$ cat src/rtl/btn_in_pkg.sv
// Shared types and constant helpers for the key/switch input conditioner.
//   key_state_e : per-key repeat FSM state
//   clog2       : ceiling log2, never less than 1 (usable as a vector width)
//   max_u       : larger of two unsigned values
//   pressed_lvl : pin level that means "pressed" for a given key polarity
package btn_in_pkg;

   typedef enum logic [1:0] {
      IDLE   = 2'd0,
      DELAY  = 2'd1,
      REPEAT = 2'd2
   } key_state_e;

   function automatic int unsigned clog2(input int unsigned value);
      int unsigned width;
      width = 32'd0;
      while ((64'(1) << width) < 64'(value)) width++;
      return (width == 32'd0) ? 32'd1 : width;
   endfunction

   function automatic int unsigned max_u(input int unsigned a, input int unsigned b);
      return (a > b) ? a : b;
   endfunction

   function automatic logic pressed_lvl(input bit active_low);
      return ~active_low;
   endfunction

endpackage

$ cat src/rtl/btn_in_rpt_if.sv
// Board-side bundle of the input conditioner.
//   key     : raw key pins            sw      : raw switch pins (1 = on)
//   keyout  : one-cycle press pulse    keyrep  : press + auto-repeat pulses
//   keyheld : debounced pressed level  swout   : debounced switch state
//   swchg   : one-cycle pulse when swout changes
// master drives the pins and observes the results; slave is the conditioner.
interface btn_in_rpt_if #(
   parameter int unsigned N_KEY = 4,
   parameter int unsigned N_SW  = 10
);
   logic [N_KEY-1:0] key;
   logic [N_SW-1:0]  sw;
   logic [N_KEY-1:0] keyout;
   logic [N_KEY-1:0] keyrep;
   logic [N_KEY-1:0] keyheld;
   logic [N_SW-1:0]  swout;
   logic             swchg;

   modport master (
      output key, sw,
      input  keyout, keyrep, keyheld, swout, swchg
   );

   modport slave (
      input  key, sw,
      output keyout, keyrep, keyheld, swout, swchg
   );
endinterface

$ cat src/rtl/key_rpt_fsm.sv
// One key's press / auto-repeat state machine.
//   clk_i, rst_i   : clock, asynchronous active-high reset
//   tick_i         : sample tick, one clock wide
//   s1_pressed_i   : newest tick sample of the key, pressed = 1
//   s2_pressed_i   : previous tick sample of the key, pressed = 1
//   keyout_o       : one-cycle pulse on press detection
//   keyrep_o       : one-cycle pulse on press and on every auto-repeat
//   keyheld_o      : high while the key is considered held
module key_rpt_fsm
   import btn_in_pkg::*;
#(
   parameter int unsigned REPEAT_DELAY = 20,
   parameter int unsigned REPEAT_RATE  = 4
) (
   input  logic clk_i,
   input  logic rst_i,
   input  logic tick_i,
   input  logic s1_pressed_i,
   input  logic s2_pressed_i,
   output logic keyout_o,
   output logic keyrep_o,
   output logic keyheld_o
);

   localparam int unsigned RC_W = clog2(max_u(REPEAT_DELAY, REPEAT_RATE) + 32'd1);
   localparam logic [RC_W-1:0] RC_DELAY_LAST = RC_W'(REPEAT_DELAY - 32'd1);
   localparam logic [RC_W-1:0] RC_RATE_LAST  = RC_W'(REPEAT_RATE - 32'd1);

   key_state_e      state_q, state_d;
   logic [RC_W-1:0] rc_q, rc_d;
   logic            keyout_q, keyout_d;
   logic            keyrep_q, keyrep_d;
   logic            keyheld_q, keyheld_d;

   // State, repeat counter and registered pulse outputs.
   always_ff @(posedge clk_i or posedge rst_i) begin
      if (rst_i) begin
         state_q   <= IDLE;
         rc_q      <= '0;
         keyout_q  <= 1'b0;
         keyrep_q  <= 1'b0;
         keyheld_q <= 1'b0;
      end else begin
         state_q   <= state_d;
         rc_q      <= rc_d;
         keyout_q  <= keyout_d;
         keyrep_q  <= keyrep_d;
         keyheld_q <= keyheld_d;
      end
   end

   // Next state. rc is compared before it is advanced, so a repeat fires
   // exactly REPEAT_DELAY (then REPEAT_RATE) ticks after the previous pulse.
   // A release seen on a tick wins over a repeat due on that same tick.
   always_comb begin
      state_d  = state_q;
      rc_d     = rc_q;
      keyout_d = 1'b0;
      keyrep_d = 1'b0;

      unique case (state_q)
         IDLE: begin
            if (tick_i && s1_pressed_i && !s2_pressed_i) begin
               state_d  = DELAY;
               rc_d     = '0;
               keyout_d = 1'b1;
               keyrep_d = 1'b1;
            end
         end
         DELAY: begin
            if (tick_i) begin
               if (!s1_pressed_i) begin
                  state_d = IDLE;
                  rc_d    = '0;
               end else if (rc_q == RC_DELAY_LAST) begin
                  state_d  = REPEAT;
                  rc_d     = '0;
                  keyrep_d = 1'b1;
               end else begin
                  rc_d = rc_q + RC_W'(1);
               end
            end
         end
         REPEAT: begin
            if (tick_i) begin
               if (!s1_pressed_i) begin
                  state_d = IDLE;
                  rc_d    = '0;
               end else if (rc_q == RC_RATE_LAST) begin
                  rc_d     = '0;
                  keyrep_d = 1'b1;
               end else begin
                  rc_d = rc_q + RC_W'(1);
               end
            end
         end
         default: begin
            state_d = IDLE;
            rc_d    = '0;
         end
      endcase

      keyheld_d = (state_d != IDLE);
   end

   assign keyout_o  = keyout_q;
   assign keyrep_o  = keyrep_q;
   assign keyheld_o = keyheld_q;

endmodule

$ cat src/rtl/btn_in_rpt.sv
// Key/switch input conditioner: synchronises raw board pins, samples them at
// a divided tick rate (rejecting bounce shorter than one tick) and produces
// press pulses, auto-repeat pulses, held levels and a debounced switch bus.
//   clk_i : system clock
//   rst_i : asynchronous active-high reset
//   bus   : slave side of btn_in_rpt_if (key/sw in; keyout, keyrep,
//           keyheld, swout, swchg out)
module btn_in_rpt
   import btn_in_pkg::*;
#(
   parameter int unsigned N_KEY          = 4,
   parameter int unsigned N_SW           = 10,
   parameter int unsigned TICK_DIV       = 1250000,
   parameter int unsigned REPEAT_DELAY   = 20,
   parameter int unsigned REPEAT_RATE    = 4,
   parameter bit          KEY_ACTIVE_LOW = 1'b1
) (
   input  logic       clk_i,
   input  logic       rst_i,
   btn_in_rpt_if.slave bus
);

   localparam int unsigned      CNT_W        = clog2(TICK_DIV);
   localparam logic             PRESSED_LVL  = pressed_lvl(KEY_ACTIVE_LOW);
   localparam logic [N_KEY-1:0] KEY_PRESSED  = {N_KEY{PRESSED_LVL}};
   localparam logic [N_KEY-1:0] KEY_RELEASED = {N_KEY{~PRESSED_LVL}};

   logic [CNT_W-1:0] cnt_q, cnt_d;
   logic             tick_c;

   // Key samples keep raw pin polarity; they are normalised at the FSM input.
   logic [N_KEY-1:0] key_meta_q, key_sync_q, key_s1_q, key_s2_q;
   logic [N_KEY-1:0] key_s1_pr_c, key_s2_pr_c;
   logic [N_SW-1:0]  sw_meta_q, sw_sync_q, sw_s1_q, sw_s2_q;
   logic [N_SW-1:0]  swout_q;
   logic             swchg_q;

   logic [N_KEY-1:0] keyout, keyrep, keyheld;

   // Sample tick divider.
   always_comb begin
      tick_c = (cnt_q == CNT_W'(TICK_DIV - 32'd1));
      cnt_d  = tick_c ? '0 : cnt_q + CNT_W'(1);
   end

   always_ff @(posedge clk_i or posedge rst_i) begin
      if (rst_i) begin
         cnt_q <= '0;
      end else begin
         cnt_q <= cnt_d;
      end
   end

   // Key synchroniser and two-deep tick sampler.
   always_ff @(posedge clk_i or posedge rst_i) begin
      if (rst_i) begin
         key_meta_q <= KEY_RELEASED;
         key_sync_q <= KEY_RELEASED;
         key_s1_q   <= KEY_RELEASED;
         key_s2_q   <= KEY_RELEASED;
      end else begin
         key_meta_q <= bus.key;
         key_sync_q <= key_meta_q;
         if (tick_c) begin
            key_s2_q <= key_s1_q;
            key_s1_q <= key_sync_q;
         end
      end
   end

   // Pressed = 1 regardless of pin polarity.
   always_comb begin
      key_s1_pr_c = ~(key_s1_q ^ KEY_PRESSED);
      key_s2_pr_c = ~(key_s2_q ^ KEY_PRESSED);
   end

   // Switch synchroniser, tick sampler, debounced output and change strobe.
   always_ff @(posedge clk_i or posedge rst_i) begin
      if (rst_i) begin
         sw_meta_q <= '0;
         sw_sync_q <= '0;
         sw_s1_q   <= '0;
         sw_s2_q   <= '0;
         swout_q   <= '0;
         swchg_q   <= 1'b0;
      end else begin
         sw_meta_q <= bus.sw;
         sw_sync_q <= sw_meta_q;
         if (tick_c) begin
            sw_s2_q <= sw_s1_q;
            sw_s1_q <= sw_sync_q;
         end
         swout_q <= sw_s2_q;
         swchg_q <= (sw_s2_q != swout_q);
      end
   end

   // One independent repeat FSM per key.
   for (genvar g = 0; g < N_KEY; g++) begin : g_key
      key_rpt_fsm #(
         .REPEAT_DELAY (REPEAT_DELAY),
         .REPEAT_RATE  (REPEAT_RATE)
      ) u_fsm (
         .clk_i        (clk_i),
         .rst_i        (rst_i),
         .tick_i       (tick_c),
         .s1_pressed_i (key_s1_pr_c[g]),
         .s2_pressed_i (key_s2_pr_c[g]),
         .keyout_o     (keyout[g]),
         .keyrep_o     (keyrep[g]),
         .keyheld_o    (keyheld[g])
      );
   end

   assign bus.keyout  = keyout;
   assign bus.keyrep  = keyrep;
   assign bus.keyheld = keyheld;
   assign bus.swout   = swout_q;
   assign bus.swchg   = swchg_q;

endmodule
$ cat src/flat_wrapper.sv
// flat-port wrapper written by rule: the top's interface ports become plain ports
module btn_in_rpt_flat import btn_in_pkg::*;
#(
   parameter int unsigned N_KEY          = 4,
   parameter int unsigned N_SW           = 10,
   parameter int unsigned TICK_DIV       = 1250000,
   parameter int unsigned REPEAT_DELAY   = 20,
   parameter int unsigned REPEAT_RATE    = 4,
   parameter bit          KEY_ACTIVE_LOW = 1'b1
)
  (clk_i, rst_i, bus_key, bus_sw, bus_keyout, bus_keyrep, bus_keyheld, bus_swout, bus_swchg);
  btn_in_rpt_if #(.N_KEY(N_KEY), .N_SW(N_SW)) bus_i ();
  input  logic clk_i;
  input  logic rst_i;
  input wire logic [$bits(bus_i.key)-1:0] bus_key;
  input wire logic [$bits(bus_i.sw)-1:0] bus_sw;
  output wire logic [$bits(bus_i.keyout)-1:0] bus_keyout;
  output wire logic [$bits(bus_i.keyrep)-1:0] bus_keyrep;
  output wire logic [$bits(bus_i.keyheld)-1:0] bus_keyheld;
  output wire logic [$bits(bus_i.swout)-1:0] bus_swout;
  output wire logic [$bits(bus_i.swchg)-1:0] bus_swchg;
  assign bus_i.key = bus_key;
  assign bus_i.sw = bus_sw;
  assign bus_keyout = bus_i.keyout;
  assign bus_keyrep = bus_i.keyrep;
  assign bus_keyheld = bus_i.keyheld;
  assign bus_swout = bus_i.swout;
  assign bus_swchg = bus_i.swchg;
  btn_in_rpt #(.N_KEY(N_KEY), .N_SW(N_SW), .TICK_DIV(TICK_DIV), .REPEAT_DELAY(REPEAT_DELAY), .REPEAT_RATE(REPEAT_RATE), .KEY_ACTIVE_LOW(KEY_ACTIVE_LOW)) u_core (.clk_i(clk_i), .rst_i(rst_i), .bus(bus_i));
endmodule
$ cat config.mk
export PLATFORM = sky130hd
export DESIGN_NAME = btn_in_rpt_flat
export DESIGN_NICKNAME = d
export VERILOG_FILES = /design/src/rtl/btn_in_pkg.sv /design/src/rtl/btn_in_rpt_if.sv /design/src/rtl/key_rpt_fsm.sv /design/src/rtl/btn_in_rpt.sv /design/src/flat_wrapper.sv
export SDC_FILE = /design/constraint.sdc
export NUM_CORES = 1
export LEC_CHECK = 0
export CORE_ASPECT_RATIO = 1.2
export CORE_MARGIN = 1.5
export CORE_UTILIZATION = 50
export CTS_CLUSTER_DIAMETER = 30
export DETAILED_ROUTE_END_ITERATION = 16
export PLACE_DENSITY = 0.73
export SLEW_MARGIN = 25
export SYNTH_ARGS = -nofsm -noshare
export SYNTH_HDL_FRONTEND = slang
export SYNTH_SLANG_ARGS = --single-unit
$ cat constraint.sdc
create_clock -name clk_i -period 6.4 [get_ports clk_i]
set_input_delay 1.92 -clock clk_i [delete_from_list [all_inputs] [get_ports clk_i]]
set_output_delay 1.92 -clock clk_i [all_outputs]
set_load 0.02 [all_outputs]
==> flow_metrics.tcl <==
set metrics [dict create \
    status "completed" \
    drive_gt1_share_pct 12.5 \
    postSynthCellCount 559 \
    synth_top_family_by_area "simple AND/OR/NAND/NOR gates" \
    grt_pass1_vias 4216 \
    viasPerCell 5.51 \
    rsz0062_at_grt "no" \
    fin_skew_ns 0.00603 \
    ant_nets 0 \
    critPathCaptureType "primary output" \
    path_clk_slew_ns 0.06 \
    yosys_most_used_dff "dfrtp_1" \
    critPathTopFamily "buffers and inverters" \
    powerDensity_nw_per_um2 245 \
    hp-class "flip-flop to flip-flop" \
    layout.cells.most_common "dfrtp_1" \
    comb_power_share_pct 1.5 \
    start_util_pct 51.5 \
    grt_util_met1_pct 25.7 \
    ir_worst_vdd_mv 0.158 \
    drtPass1Iterations 4 \
    crit_buf_inv 1 \
    gp_congestion 0.857 \
    cts_tree "yes" \
    fillers 937 \
    antenna_found_initial 0 \
    htreeDepth 4 \
    clk_path_buf_depth 2 \
    max-cap-violations 0 \
    min_period_ns 3.34 \
    worstPathMaxFanout 2 \
    crit_type "flip-flop to primary output" \
    io_pins 39 \
    synth-simple-area-share_pct 21.2 \
    route.detailed.drc 0 \
    syn_area_sq_um 5980 \
    synth_edf_count 0 \
    switching_share_pct 21.4 \
    post_cts_buffers 0 \
    globalRouteOverflowTotal 0 \
    placed_area_sq_um 6420 \
    maxSlewViolCount 0 \
    syn-mean-instance-area_sq_um 10.7 \
    grt_pass1_wl_mm 19.9 \
    met3_usage_pct 4.84 \
    synth_xor_area_share_pct 4.54 \
    ys_warn_count 0 \
    synth.mux.area_fraction_pct 1.40 \
    slowest_delay_ns 0.62 \
    cp.arrival_ns 1.42 \
    die_h_microns 123 \
    finalSetupViolCount 0 \
    hold_viol 0 \
    synth.distinct_cells 71 \
    wl_per_cell_microns 15.5 \
    pwr-share-seq_pct 48.2 \
    tightest_slew_ns 0.999 \
    synthAdderAreaFrac_pct 4.39 \
    hold_buffers 0 \
    postLayoutCellArea_sq_um 6960 \
    drtIter0Drc 245 \
    met2_usage_pct 34.3 \
    syn2layout_area_growth_pct 16.4 \
    root_buffer "clkbuf_16" \
    total_power_mw 1.71 \
    p_sw_mw 0.366 \
    ctsResizeCount 0 \
    grt_max_degree 83 \
    drt_wl_total_mm 11.8 \
    fmax_mhz 300 \
    synth-compound-area-share_pct 10.4 \
    core_area_sq_um 11600 \
    finalSetupTns_ns 0 \
    clk_latency_ns 0.41 \
    via_count 4206 \
    period_share_pct 52.2 \
    crit_path_top_delay_cell "clkdlybuf4s50_1" \
    cp-start-kind "flip-flop" \
    rows 43 \
    async_flop_share_pct 100 \
    internal_power_mw 1.34 \
    syn-num-nets 596 \
    nets 631 \
    relSlewSlack_pct 32.9 \
    cp.required_ns 4.48 \
    pwr-share-clk_pct 50.3 \
    p_leak_nw 3.22 \
    cts_buffers 17 \
    diodes 0 \
    busiest_layer "met2" \
    seq_area_frac_synth_pct 53.9 \
    track_usage_pct 20.6 \
    cts.sinks 128 \
    dieArea_sq_um 12600 \
    dpl.hpwl_mm 8.13 \
    chipWidth_microns 103 \
    ys_ff_latch 128 \
    final_cell_mix "112 x dfrtp_1, 98 x nand2_1, 38 x clkdlybuf4s50_1, 36 x nor2_1" \
    numPortBuffers 38 \
    cp_cell_sequence "clkdlybuf4s50_1" \
]
==> layer usage <==
metal  vias up  wire [microns]
met2        90            6030
met1      2092            5160
met3        19             396
li1       2005               -
met5         -               0
met4         0             227
==> stage by stage <==
stage / hold slack, ns / util (%) / instances / setup WS [ns]
finish: 0.347 / 59.9 / 763 / 3.06
global route: 0.352 / 59.9 / 763 / 2.88
CTS: 0.348 / 59.9 / 763 / 2.89
detailed placement: 0.336 / 55.2 / 732 / 2.85
global placement: 0.332 / 55.2 / 732 / 2.87
floorplan: 0.331 / - / 559 / 1.09
==> kinds of logic (layout without fill, tap and decap cells) <==
| group | after synthesis | in the layout |
|---|---|---|
| xor gates and xnor gates | 31 | 31 |
| buffers and inverters | 49 | 96 |
| and+or+nand+nor | 241 | 241 |
| DFF | 128 | 128 |
| muxes | 8 | 8 |
| adders and majority gates | 21 | 21 |
| AOI/OAI and AO/OA | 81 | 81 |
==> synthesized netlist by cell type, types with 11 or more instances <==
library cell    n  area (sq um)
nor2_1         36           135
o21ai_0        15          75.1
a21oi_1        11          55.1
inv_1          25          93.8
nor3_1         12          60.1
xnor2_1        13           114
dfrtp_1       112          2800
nand3_1        24           120
nand2_1        99           372
buf_4          15           113
ha_1           21           263
dfstp_2        16           420
xor2_1         18           158
==> flip-flops by register name, indices dropped and copies added (netlist names) <==
register	cells
u_core.bus.swchg	1
u_core.bus.swout	10
u_core.cnt_q	21
u_core.g_key.u_fsm.keyheld_o	4
u_core.g_key.u_fsm.keyout_o	4
u_core.g_key.u_fsm.keyrep_o	4
u_core.g_key.u_fsm.rc_q	20
u_core.g_key.u_fsm.state_q	8
u_core.key_meta_q	4
u_core.key_s1_q	4
u_core.key_s2_q	4
u_core.key_sync_q	4
u_core.sw_meta_q	10
u_core.sw_s1_q	10
u_core.sw_s2_q	10
u_core.sw_sync_q	10
==> final timing paths <==
kind | from | end | slack [ns] | cells after the start
min in group asynchronous | rst_i | u_core.sw_meta_q[1]$_DFF_PP0_ | 2.00 | 2
min | u_core.sw_meta_q[2]$_DFF_PP0_ | u_core.sw_sync_q[2]$_DFF_PP0_ | 0.35 | 0
max in group asynchronous | rst_i | u_core.key_s2_q[1]$_DFFE_PP1N_ | 3.54 | 3
max reg2reg | u_core.cnt_q[0]$_DFF_PP0_ | u_core.g_key[0].u_fsm.rc_q[2]$_DFFE_PP0P_ | 3.13 | 6
min reg2reg | u_core.sw_meta_q[2]$_DFF_PP0_ | u_core.sw_sync_q[2]$_DFF_PP0_ | 0.35 | 0
max | u_core.bus.swout[1]$_DFF_PP0_ | bus_swout[1] | 3.06 | 1
==> power groups by stage <==
stage	sequential [mW]	clock (mW)	combinational [mW]
6_report	0.824	0.859	0.0256
5_1_grt	0.824	0.914	0.0299
4_1_cts	0.824	0.874	0.0271
3_5_place_dp	0.838	0	0.0270
3_3_place_gp	0.837	0	0.0264
2_1_floorplan	0.837	0	0.0117
==> layout make-up <==
| class | count | area [sq um] | share of cell area [%] |
|---|---|---|---|
| Sequential cell | 128 | 3220 | 46.3 |
| Multi-Input combinational cell | 382 | 2510 | 36.0 |
| Clock buffer | 19 | 453 | 6.50 |
| Timing Repair Buffer | 40 | 395 | 5.68 |
| Tap cell | 157 | 196 | 2.82 |
| Inverter | 25 | 98.8 | 1.42 |
| Clock inverter | 12 | 87.6 | 1.26 |
No activity file was read; power rests on OpenSTA's default activity.
